## src/rtl/vrf_port_arbiter_if.sv

```systemverilog
// Requester/VRF-port bundle for vrf_port_arbiter.
// The master side holds the requesters and the VRF port; the slave side is the arbiter.
interface vrf_port_arbiter_if #(
   parameter int NUM_REQ    = 4,
   parameter int ADDR_WIDTH = 5,
   parameter int OFF_WIDTH  = 8
);
   localparam int SRC_W = $clog2(NUM_REQ);

   logic [NUM_REQ-1:0]            req_valid;
   logic [NUM_REQ*ADDR_WIDTH-1:0] req_addr;
   logic [NUM_REQ*OFF_WIDTH-1:0]  req_off;
   logic [NUM_REQ-1:0]            req_last;
   logic [NUM_REQ-1:0]            gnt;
   logic                          port_valid;
   logic [ADDR_WIDTH-1:0]         port_addr;
   logic [OFF_WIDTH-1:0]          port_off;
   logic                          port_last;
   logic [SRC_W-1:0]              port_src;
   logic                          port_ready;
   logic                          busy;

   modport master (
      output req_valid, req_addr, req_off, req_last, port_ready,
      input  gnt, port_valid, port_addr, port_off, port_last, port_src, busy
   );

   modport slave (
      input  req_valid, req_addr, req_off, req_last, port_ready,
      output gnt, port_valid, port_addr, port_off, port_last, port_src, busy
   );
endinterface

```

## src/rtl/vrf_port_arbiter.sv

```systemverilog
// Round-robin, burst-locking arbiter sharing one VRF access port between
// NUM_REQ address-generation streams. A burst owns the port from its first
// beat through its last beat; accepted beats land in a registered,
// backpressurable output stage.
module vrf_port_arbiter #(
   parameter int NUM_REQ    = 4,
   parameter int ADDR_WIDTH = 5,
   parameter int OFF_WIDTH  = 8
) (
   input  logic              clk,
   input  logic              rst,
   vrf_port_arbiter_if.slave bus_if
);
   localparam int SRC_W = $clog2(NUM_REQ);
   localparam logic [SRC_W:0]   NUM_REQ_W = (SRC_W+1)'(NUM_REQ);
   localparam logic [SRC_W-1:0] LAST_IDX  = SRC_W'(NUM_REQ-1);

   typedef enum logic {
      IDLE   = 1'b0,
      LOCKED = 1'b1
   } state_t;

   state_t                  state_q, state_d;
   logic [SRC_W-1:0]        owner_q, owner_d;
   logic [SRC_W-1:0]        rr_ptr_q, rr_ptr_d;
   logic                    port_valid_q, port_valid_d;
   logic [ADDR_WIDTH-1:0]   port_addr_q, port_addr_d;
   logic [OFF_WIDTH-1:0]    port_off_q, port_off_d;
   logic                    port_last_q, port_last_d;
   logic [SRC_W-1:0]        port_src_q, port_src_d;

   logic                    can_load_s;
   logic                    any_s;
   logic [SRC_W-1:0]        sel_s;
   logic [SRC_W-1:0]        win_s;
   logic                    accept_s;
   logic [ADDR_WIDTH-1:0]   win_addr_s;
   logic [OFF_WIDTH-1:0]    win_off_s;
   logic                    win_last_s;
   logic [NUM_REQ-1:0]      gnt_s;

   // Successor of a requester index, wrapping at NUM_REQ (not a power of two in general)
   function automatic logic [SRC_W-1:0] next_ptr(input logic [SRC_W-1:0] idx);
      if (idx == LAST_IDX) begin
         return {SRC_W{1'b0}};
      end else begin
         return idx + SRC_W'(1);
      end
   endfunction

   // Cyclic search for the first valid requester starting at rr_ptr
   always_comb begin
      logic [SRC_W:0] sum_v;
      any_s = 1'b0;
      sel_s = {SRC_W{1'b0}};
      sum_v = {(SRC_W+1){1'b0}};
      for (int k = 0; k < NUM_REQ; k++) begin
         sum_v = {1'b0, rr_ptr_q} + (SRC_W+1)'(k);
         if (sum_v >= NUM_REQ_W) begin
            sum_v = sum_v - NUM_REQ_W;
         end else begin
            sum_v = sum_v;
         end
         if (!any_s && bus_if.req_valid[sum_v[SRC_W-1:0]]) begin
            any_s = 1'b1;
            sel_s = sum_v[SRC_W-1:0];
         end else begin
            any_s = any_s;
         end
      end
   end

   // Winner selection, beat acceptance and the combinational grant vector
   always_comb begin
      can_load_s = ~port_valid_q | bus_if.port_ready;
      win_s      = (state_q == LOCKED) ? owner_q : sel_s;
      if (state_q == LOCKED) begin
         accept_s = can_load_s & bus_if.req_valid[owner_q];
      end else begin
         accept_s = can_load_s & any_s;
      end
      win_addr_s = {ADDR_WIDTH{1'b0}};
      win_off_s  = {OFF_WIDTH{1'b0}};
      win_last_s = 1'b0;
      gnt_s      = {NUM_REQ{1'b0}};
      for (int i = 0; i < NUM_REQ; i++) begin
         if (win_s == SRC_W'(i)) begin
            win_addr_s = bus_if.req_addr[i*ADDR_WIDTH +: ADDR_WIDTH];
            win_off_s  = bus_if.req_off[i*OFF_WIDTH +: OFF_WIDTH];
            win_last_s = bus_if.req_last[i];
            // In LOCKED the owner sees ready even while it is not valid (bubble)
            gnt_s[i]   = ~rst & can_load_s & ((state_q == LOCKED) | any_s);
         end else begin
            gnt_s[i]   = 1'b0;
         end
      end
   end

   // Next-state logic for the burst lock and the output stage
   always_comb begin
      state_d      = state_q;
      owner_d      = owner_q;
      rr_ptr_d     = rr_ptr_q;
      port_valid_d = port_valid_q;
      port_addr_d  = port_addr_q;
      port_off_d   = port_off_q;
      port_last_d  = port_last_q;
      port_src_d   = port_src_q;
      case (state_q)
         IDLE: begin
            if (accept_s && win_last_s) begin
               rr_ptr_d = next_ptr(sel_s);
            end else if (accept_s) begin
               state_d = LOCKED;
               owner_d = sel_s;
            end else begin
               state_d = IDLE;
            end
         end
         LOCKED: begin
            if (accept_s && win_last_s) begin
               state_d  = IDLE;
               rr_ptr_d = next_ptr(owner_q);
            end else begin
               state_d = LOCKED;
            end
         end
         default: begin
            state_d = IDLE;
         end
      endcase
      if (accept_s) begin
         port_valid_d = 1'b1;
         port_addr_d  = win_addr_s;
         port_off_d   = win_off_s;
         port_last_d  = win_last_s;
         port_src_d   = win_s;
      end else if (bus_if.port_ready) begin
         port_valid_d = 1'b0;
      end else begin
         port_valid_d = port_valid_q;
      end
   end

   // State and output registers; reset drops any in-flight burst
   always_ff @(posedge clk or posedge rst) begin
      if (rst) begin
         state_q      <= IDLE;
         owner_q      <= {SRC_W{1'b0}};
         rr_ptr_q     <= {SRC_W{1'b0}};
         port_valid_q <= 1'b0;
         port_addr_q  <= {ADDR_WIDTH{1'b0}};
         port_off_q   <= {OFF_WIDTH{1'b0}};
         port_last_q  <= 1'b0;
         port_src_q   <= {SRC_W{1'b0}};
      end else begin
         state_q      <= state_d;
         owner_q      <= owner_d;
         rr_ptr_q     <= rr_ptr_d;
         port_valid_q <= port_valid_d;
         port_addr_q  <= port_addr_d;
         port_off_q   <= port_off_d;
         port_last_q  <= port_last_d;
         port_src_q   <= port_src_d;
      end
   end

   assign bus_if.gnt        = gnt_s;
   assign bus_if.port_valid = port_valid_q;
   assign bus_if.port_addr  = port_addr_q;
   assign bus_if.port_off   = port_off_q;
   assign bus_if.port_last  = port_last_q;
   assign bus_if.port_src   = port_src_q;
   assign bus_if.busy       = (state_q == LOCKED) | port_valid_q;
endmodule

```

## src/flat_wrapper.sv

```systemverilog
// flat-port wrapper written by rule: the top's interface ports become plain ports
module vrf_port_arbiter_flat 
#(
   parameter int NUM_REQ    = 4,
   parameter int ADDR_WIDTH = 5,
   parameter int OFF_WIDTH  = 8
)
  (clk, rst, bus_if_req_valid, bus_if_req_addr, bus_if_req_off, bus_if_req_last, bus_if_port_ready, bus_if_gnt, bus_if_port_valid, bus_if_port_addr, bus_if_port_off, bus_if_port_last, bus_if_port_src, bus_if_busy);
  vrf_port_arbiter_if #(.NUM_REQ(NUM_REQ), .ADDR_WIDTH(ADDR_WIDTH), .OFF_WIDTH(OFF_WIDTH)) bus_if_i ();
  input  logic clk;
  input  logic rst;
  input wire logic [$bits(bus_if_i.req_valid)-1:0] bus_if_req_valid;
  input wire logic [$bits(bus_if_i.req_addr)-1:0] bus_if_req_addr;
  input wire logic [$bits(bus_if_i.req_off)-1:0] bus_if_req_off;
  input wire logic [$bits(bus_if_i.req_last)-1:0] bus_if_req_last;
  input wire logic [$bits(bus_if_i.port_ready)-1:0] bus_if_port_ready;
  output wire logic [$bits(bus_if_i.gnt)-1:0] bus_if_gnt;
  output wire logic [$bits(bus_if_i.port_valid)-1:0] bus_if_port_valid;
  output wire logic [$bits(bus_if_i.port_addr)-1:0] bus_if_port_addr;
  output wire logic [$bits(bus_if_i.port_off)-1:0] bus_if_port_off;
  output wire logic [$bits(bus_if_i.port_last)-1:0] bus_if_port_last;
  output wire logic [$bits(bus_if_i.port_src)-1:0] bus_if_port_src;
  output wire logic [$bits(bus_if_i.busy)-1:0] bus_if_busy;
  assign bus_if_i.req_valid = bus_if_req_valid;
  assign bus_if_i.req_addr = bus_if_req_addr;
  assign bus_if_i.req_off = bus_if_req_off;
  assign bus_if_i.req_last = bus_if_req_last;
  assign bus_if_i.port_ready = bus_if_port_ready;
  assign bus_if_gnt = bus_if_i.gnt;
  assign bus_if_port_valid = bus_if_i.port_valid;
  assign bus_if_port_addr = bus_if_i.port_addr;
  assign bus_if_port_off = bus_if_i.port_off;
  assign bus_if_port_last = bus_if_i.port_last;
  assign bus_if_port_src = bus_if_i.port_src;
  assign bus_if_busy = bus_if_i.busy;
  vrf_port_arbiter #(.NUM_REQ(NUM_REQ), .ADDR_WIDTH(ADDR_WIDTH), .OFF_WIDTH(OFF_WIDTH)) u_core (.clk(clk), .rst(rst), .bus_if(bus_if_i));
endmodule
```

## config.mk

```make
export PLATFORM = sky130hd
export DESIGN_NAME = vrf_port_arbiter_flat
export DESIGN_NICKNAME = d
export VERILOG_FILES = /design/src/rtl/vrf_port_arbiter_if.sv /design/src/rtl/vrf_port_arbiter.sv /design/src/flat_wrapper.sv
export SDC_FILE = /design/constraint.sdc
export NUM_CORES = 1
export LEC_CHECK = 0
export CAP_MARGIN = 20
export CORE_MARGIN = 2
export CORE_UTILIZATION = 55
export DETAILED_ROUTE_END_ITERATION = 7
export DONT_BUFFER_PORTS = 1
export PLACE_DENSITY = 0.68
export SYNTH_ARGS = -nofsm -noshare
export SYNTH_HDL_FRONTEND = slang
export SYNTH_SLANG_ARGS = --single-unit
export TNS_END_PERCENT = 5
```

## constraint.sdc

```tcl
create_clock -name clk -period 6.3 [get_ports clk]
set_clock_uncertainty 0.1 [all_clocks]
set_input_delay 1.89 -clock clk [delete_from_list [all_inputs] [get_ports clk]]
set_output_delay 1.89 -clock clk [all_outputs]
set_load 0.005 [all_outputs]
```

## Word level (Yosys, flattened, before mapping)

Index checks and enable logic that the tools add are counted.

- Multiply operators: 0
- Muxes and demuxes: 51
- $add $sub $neg: 9
- Bitwise logic cells: 11
- Divide/modulo/power cells: 0
- Reductions and logical operators: 11
- Equality and inequality tests: 7
- Order comparisons: 9
- Shift operators: 0

Operators with widths:

| cell | number |
|---|---|
| $mux 8 | 4 |
| $mux 2 | 13 |
| $mux 1 | 23 |
| $mux 5 | 4 |
| $lt 2x3->1 const B | 5 |
| $bmux 1 s2 | 5 |
| $ge 3x3->1 const B | 3 |
| $eq 2x2->1 const B | 4 |
| $sub 2x1->2 const B | 4 |
| $add 2x2->3 const B | 2 |
| $add 2x1->2 const B | 2 |
| $and 1x1->1 | 4 |
| $logic_and 1x1->1 | 4 |
| $not 1->1 | 4 |
| $pmux 2 s2 | 1 |
| $add 2x1->3 const B | 1 |
| $ge 2x3->1 const B | 1 |
| $logic_not 1->1 | 3 |
| $or 1x1->1 | 3 |
| $reduce_and 3->1 | 1 |
| $eq 2x1->1 const B | 1 |
| $logic_not 2->1 | 1 |
| $ne 2x1->1 const B | 1 |
| $ne 2x2->1 const B | 1 |
| other kinds (3) | 3 |

- Memories: 0
- Word-level logic and storage cells: 106
- Bits of input ports: 63
- Latch bits: 0
- ROM bits: 0
- Memory bits (writable): 0
- Flip-flop bits (word level): 22

## Logic depth before layout (Yosys ltp)

Gate-level depths: netlist of the first run.

- Depth in word-level cells: 23
- Gate-level depth with buffers: 8

## Worst setup path after synthesis of the first run

OpenSTA, ideal clock, no wires.

- Kind: input -> output
- From: in bus_if_req_valid[2]
- To: out bus_if_gnt[3]
- Slack: 1.401 ns
- Stages: 5
- Arrival time: 2.909 ns
- Required time: 4.310 ns
- Path through: nor2b_1 a311oi_2 o31ai_2 buf_2 and3_1

- Longest elaborated chain between the ends: 15
- Elaborated cells between the ends (all ways): 27
- Those cells by class: 1 x eq/ne; 18 x mux; 2 x bitwise; 6 x reduce/logical

RTL lines:

| element | RTL line | RTL |
|---|---|---|
| start, declared | flat_wrapper.sv:12 | `input wire logic [$bits(bus_if_i.req_valid)-1:0] bus_if_req_valid;` |
| $bmux 1 s2 | vrf_port_arbiter.sv:64 | `if (!any_s && bus_if.req_valid[sum_v[SRC_W-1:0]]) begin` |
| $mux 1 (not written as such) | vrf_port_arbiter.sv:64 |  |
| $mux 1 | vrf_port_arbiter.sv:64 |  |
| $logic_not 1->1 | vrf_port_arbiter.sv:64 |  |
| $logic_and 1x1->1 | vrf_port_arbiter.sv:64 |  |
| $mux 1 | vrf_port_arbiter.sv:64 |  |
| $logic_not 1->1 | vrf_port_arbiter.sv:64 |  |
| $logic_and 1x1->1 | vrf_port_arbiter.sv:64 |  |
| $mux 1 | vrf_port_arbiter.sv:64 |  |
| $logic_not 1->1 | vrf_port_arbiter.sv:64 |  |
| $logic_and 1x1->1 | vrf_port_arbiter.sv:64 |  |
| $mux 2 or $mux 1 (tied branches) | vrf_port_arbiter.sv:64 |  |
| $mux 2 or $or 1x1->1 (tied branches) | vrf_port_arbiter.sv:76, vrf_port_arbiter.sv:92 |  |
| $eq 2x2->1 or $and 1x1->1 (tied branches) | vrf_port_arbiter.sv:87, vrf_port_arbiter.sv:92 |  |
| $mux 1 * | vrf_port_arbiter.sv:87 | `if (win_s == SRC_W'(i)) begin` |
| end, declared | flat_wrapper.sv:17 | `output wire logic [$bits(bus_if_i.gnt)-1:0] bus_if_gnt;` |

Mark *: on every way between the ends. The rest lies on a longest branch, timed or not. The select of a mux whose other input is x is not followed.

## Worst setup path in the final report of the first run

- From: in bus_if_req_valid[0]
- To: out bus_if_gnt[2]

The elaborated chain is that of the path after synthesis.

==> run metrics, run 1 <==
status=completed; Worst-path clk slew=approximately 120 ps; Lkg Pwr=0.7133 nW; DR pass1 iterations=4; worst-path fanout max=11; largest cells by area after synthesis=dfrtp_1 (36%), mux2i_1 (26%), mux2_2 (11%), buf_2 (2.3%), mux2_4 (2.0%); vias in the first global route=approximately 1200; via/cell ratio=6.543; first-pass GRT wire length=5209 µm; I/O Buffers=0; pre-CTS WS=1284 ps; FF+latch count, synth=22; CTS sink cnt=22; # hold bufs at CTS=0; drt first-iter violations=37; maximum VDD drop=286.3 µV; Cell Area, Synth=1531 µm²; Worst Slack Setup Final=1249 ps; fin area=approximately 1600 µm²; GRT overflow=0; Avg WL per Cell=18.59 µm; DP Area=1578 µm²; FMAX=0.1980 GHz; CP Capture Type=primary output; top cell type's share of synthesized area=35.95%; Initial Util=56.51%; Resize count post-CTS=0; CTS buffer count=3; top-count cell post-synth=mux2i_1; die span in y=56.77 µm; initial antenna violation count=0; Antenna diodes=0; boundary pin count=85; Post-CTS Setup Repair Bufs=0; total number of vias=1132; Ys Warns=0; cell taking the most area after synthesis=dfrtp_1; pwr dens=about 540 nW/µm²; final setup violation count=0; CTS Root Cell=clkbuf_4; largest net degree at the start of global routing=28; Finished Layout Cells=173; row cnt=19; # H-tree levels=1; main flop type after synthesis=dfrtp_1; min cycle time layout=a little over 5000 ps; remaining antenna violation count=0; Seq/Total Area, Yosys=35.95%; Post-synth EDFFs=0; nets=206; Setup TNS=0 ps; overall power=between 800 and 900 µW; Commonest cells post-synth=mux2i_1 (40), dfrtp_1 (22), mux2_2 (15); worst path arrival time=slightly above 3000 ps; RSZ-0062 raised after global routing=no; post-synthesis async set-or-reset flop share=100.0%; Die ar.=3223 µm²; Final period util=approximately 80%; Post-Syn Instances=143; Total GRT Usage=20.58%; worst slew pin tran=~830 ps; HP Class=reg2reg; relative slew slack=44.59%; final hold violations=0; Netlist cell types=30; worst path required time=4310 ps; MaxCap Viol Count=0; deepest clock path buffer count=2; share of cells above drive strength 1=21.83%; crit path launch type=input port; Final Max Slew Viols=0; Avg Inst Size Synth=around 11 µm²; Hold Slack=451.8 ps; CTS tree=done; Std-Cell Core Area=2710 µm²; post-synth net total=between 200 and 250; HPWL reported at the end of detailed placement=2480 µm; Setup CP Type=in2out; Die Width=56.77 µm; RePlAce Congestion=between 0.8 and 0.9; Layout area overhead=5.392%; Layout Utilization=between 50% and 60%; Routed WL=~3200 µm; worst skew pair latency=300 ps; drt drc=0; placed cell count=between 150 and 200
==> flip-flops by register name (all words and copies together) (netlist names), named ones only <==
name                      count
u_core.bus_if.port_off        8
u_core.bus_if.port_addr       5
u_core.owner_q                2
u_core.rr_ptr_q               2
u_core.bus_if.port_src        2
u_core.bus_if.port_last       1
u_core.bus_if.port_valid      1
==> worst max-delay path: stages <==
cell,delay [ps]
nand2_1,60
o21ai_0,320
o31ai_4,220
or3_1,410
nor2b_1,150
==> worst paths after layout <==
kind                                      startpoint                         end  slack (ps)  cells after the start
min in group asynchronous                        rst          u_core.rr_ptr_q[0]        1520                      1
hold reg to reg            u_core.bus_if.port_off[4]   u_core.bus_if.port_off[4]         450                      1
hold / removal             u_core.bus_if.port_off[4]   u_core.bus_if.port_off[4]         450                      1
setup reg to reg                            register           u_core.owner_q[1]        3570                      6
max in group asynchronous                        rst  u_core.bus_if.port_addr[3]        4070                      1
setup / recovery                 bus_if_req_valid[0]               bus_if_gnt[2]        1250                      5
==> logic make-up (layout without fill, tap and decap cells) <==
family / after synthesis / in the layout / share of synthesized area, %
AND/OR/NAND/NOR: 31 / 31 / 10.05
buffers and inverters: 14 / 13 / 4.248
AO/OA/AOI/OAI: 18 / 18 / 9.150
multiplexers: 58 / 58 / 40.60
flip-flops: 22 / 22 / 35.95
==> where the power goes <==
part | switching (mW) | internal, mW
clock network | 0.0431 | 0.0352
logic | 0.250 | 0.270
registers | 0.0668 | 0.215
==> layout make-up <==
cell class	count	area [µm²]
tap	31	38.79
sequential	22	550.5
timing repair buffer	3	22.52
clock buffer	4	36.28
fill	243	1096
inverter	6	22.52
multi-input combinational	107	943.4
==> cell usage in the layout, fill, tap and decap left out <==
cell,n
nand2_1,7
clkbuf_8,1
and3_1,1
nand3_1,1
a21oi_1,4
nor2_1,7
nor2b_1,3
mux2i_1,40
inv_1,6
a2bb2oi_1,2
mux2_2,15
nor4_1,1
o21bai_1,2
a311oi_2,1
or3_1,1
nand2b_1,3
o221ai_1,1
dfrtp_1,22
o31ai_4,2
or2_2,2
o41ai_1,1
mux2_4,2
mux4_2,1
o2bb2ai_1,1
nor3_2,1
o21ai_0,2
buf_4,3
nor3_1,2
clkbuf_4,3
a22o_1,1
and2_1,2
o31ai_1,1
==> metal layers <==
| metal | vias up | GRT usage [%] | wire length, µm |
|---|---|---|---|
| met5 | - | 0 | 0 |
| met4 | 0 | 11.30 | 64 |
| met3 | 7 | 4.608 | 359 |
| met2 | 65 | 33.89 | 1562 |
| met1 | 540 | 24.82 | 1230 |
| li1 | 520 | - | - |
Note: power is estimated with default switching activity, not from simulation.
==> run 2, diff against run 1 <==
==> constraint.sdc (replaced) <==
create_clock -name clk -period 5.2 [get_ports clk]
set_clock_uncertainty 0.1 [all_clocks]
set_input_delay 1.56 -clock clk [delete_from_list [all_inputs] [get_ports clk]]
set_output_delay 1.56 -clock clk [all_outputs]
set_load 0.005 [all_outputs]
==> run 2 against run 1 <==
Against the previous run:
- via count up 0.53%
- global-route usage down 0.12 points
- critical path depth unchanged
- largest cell class unchanged
==> run metrics, run 2 (synthesis gave the netlist of run 1 again) <==
status=completed (unchanged); CTS sink cnt=22 (unchanged); DR pass1 iterations=4 (unchanged); min cycle time layout=4369 ps; Die ar.=3223 µm² (unchanged); Hold Crit Start=u_core.bus_if.port_off[4] (unchanged); Hold Slack=452.0 ps (was 451.8 ps); CTS buffer count=3 (unchanged); fillcell total=234 (was 243); nets=206 (unchanged); # H-tree levels=1 (unchanged); remaining antenna violation count=0 (unchanged); relative slew slack=43.51% (was 44.59%); largest net degree at the start of global routing=28 (unchanged); beginning of the critical path=bus_if_req_valid[0] (unchanged); crit path launch type=input port (unchanged); Setup CP Type=in2out (unchanged); Largest register FFs=8 (unchanged); most common cell after layout, fill and taps aside=mux2i_1 (unchanged); CTS Root Cell=clkbuf_4 (unchanged); Setup TNS=0 ps (unchanged); Routed WL=3158 µm (was 3216 µm); drt drc=0 (unchanged); die span in y=56.77 µm (unchanged); CP Capture Type=primary output (unchanged); # hold bufs at CTS=0 (unchanged); Lkg Pwr=0.7133 nW (unchanged); MaxCap Viol Count=0 (unchanged); Avg WL per Cell=18.25 µm (was 18.59 µm); first-pass GRT wire length=5209 µm (unchanged); worst skew pair latency=300 ps (about the same); worst path arrival time=2710 ps (was 3060 ps); total number of vias=1138 (was 1132); HPWL reported at the end of detailed placement=2456 µm (was 2480 µm); worst path required time=3540 ps (was 4310 ps); worst slew pin tran=846.4 ps (was 830.3 ps); share of cells above drive strength 1=21.83% (unchanged); GRT overflow=0 (unchanged); Resize count post-CTS=0 (unchanged); final setup violation count=0 (unchanged); vias in the first global route=1158 (was 1163); Total GRT Usage=20.46% (was 20.58%); drt first-iter violations=24 (was 37); Std-Cell Core Area=2710 µm² (unchanged); Layout area overhead=5.392% (unchanged); Final period util=between 80% and 90%; via/cell ratio=6.578 (was 6.543); Finished Layout Cells=173 (unchanged); most frequent cells in the layout=mux2i_1 (40), dfrtp_1 (22), mux2_2 (15) (unchanged); Die Width=56.77 µm (unchanged); Initial Util=56.51% (unchanged); RePlAce Congestion=0.8211 (unchanged); boundary pin count=85 (unchanged); overall power=1.064 mW (was 879.5 µW); pwr dens=659.3 nW/µm² (was 544.9 nW/µm²); initial antenna violation count=0 (unchanged); Antenna diodes=0 (unchanged); Post-CTS Setup Repair Bufs=0 (unchanged); Final Max Slew Viols=0 (unchanged); RSZ-0062 raised after global routing=no (unchanged); HP Class=reg2reg (unchanged); CTS tree=done (unchanged); Layout Utilization=59.56% (unchanged); Worst-path clk slew=120 ps (about the same); final hold violations=0 (unchanged); maximum VDD drop=355.1 µV (was 286.3 µV); FMAX=0.2289 GHz; deepest clock path buffer count=2 (unchanged); placed cell count=169 (unchanged); row cnt=19 (unchanged); worst-path fanout max=11 (unchanged); I/O Buffers=0 (unchanged)
==> run 2: cell counts in the layout (fill, tap and decap cells not counted) <==
No cell type changed its count.
==> run 2: power by group <==
group	internal [mW]	switching [mW]	total [mW]
registers	0.260	0.0796	0.340
logic	0.327	0.302	0.629
clock network	0.0427	0.0528	0.0955
==> run 2: layout make-up <==
class | instances | area (µm²) | area share (%)
multi-input combinational | 107 | 943.4 | 58.45
clock buffer | 4 | 36.28 | 2.248
inverter | 6 | 22.52 | 1.395
timing repair buffer | 3 | 22.52 | 1.395
sequential | 22 | 550.5 | 34.11
tap | 31 | 38.79 | 2.403
==> run 2: worst paths after layout <==
| check | slack, ps | endpoint | depth (start not counted) |
|---|---|---|---|
| worst min register to register | 450 | u_core.bus_if.port_off[4] | 1 |
| min in group asynchronous | 1200 | u_core.bus_if.port_addr[2] | 1 |
| worst max register to register | 2490 | u_core.owner_q[1] | 6 |
| worst max-delay path | 830 | bus_if_gnt[2] | 5 |
| worst min-delay path | 450 | u_core.bus_if.port_off[4] | 1 |
| max in group asynchronous | 3280 | u_core.bus_if.port_off[4] | 1 |
==> run 2: critical path, stage by stage <==
cell and delay, ps:
nand2_1 60, o21ai_0 310, o31ai_4 220, or3_1 400, nor2b_1 150
==> run 2: metal layers <==
| layer | track usage (%) | wire length [µm] | vias up |
|---|---|---|---|
| met5 | 0 | 0 | - |
| met4 | 6.977 | 19 | 0 |
| met3 | 4.608 | 294 | 2 |
| met2 | 35.71 | 1613 | 54 |
| met1 | 24.74 | 1231 | 561 |
| li1 | - | - | 521 |
==> run 2: through the flow <==
stage,setup WS [ps],instance area (µm²)
final,830.9,1614
after CTS,842.9,1614
after floorplan,960.7,1531
after global placement,870.9,1578
after detailed placement,849.1,1578
after global routing,732.7,1614
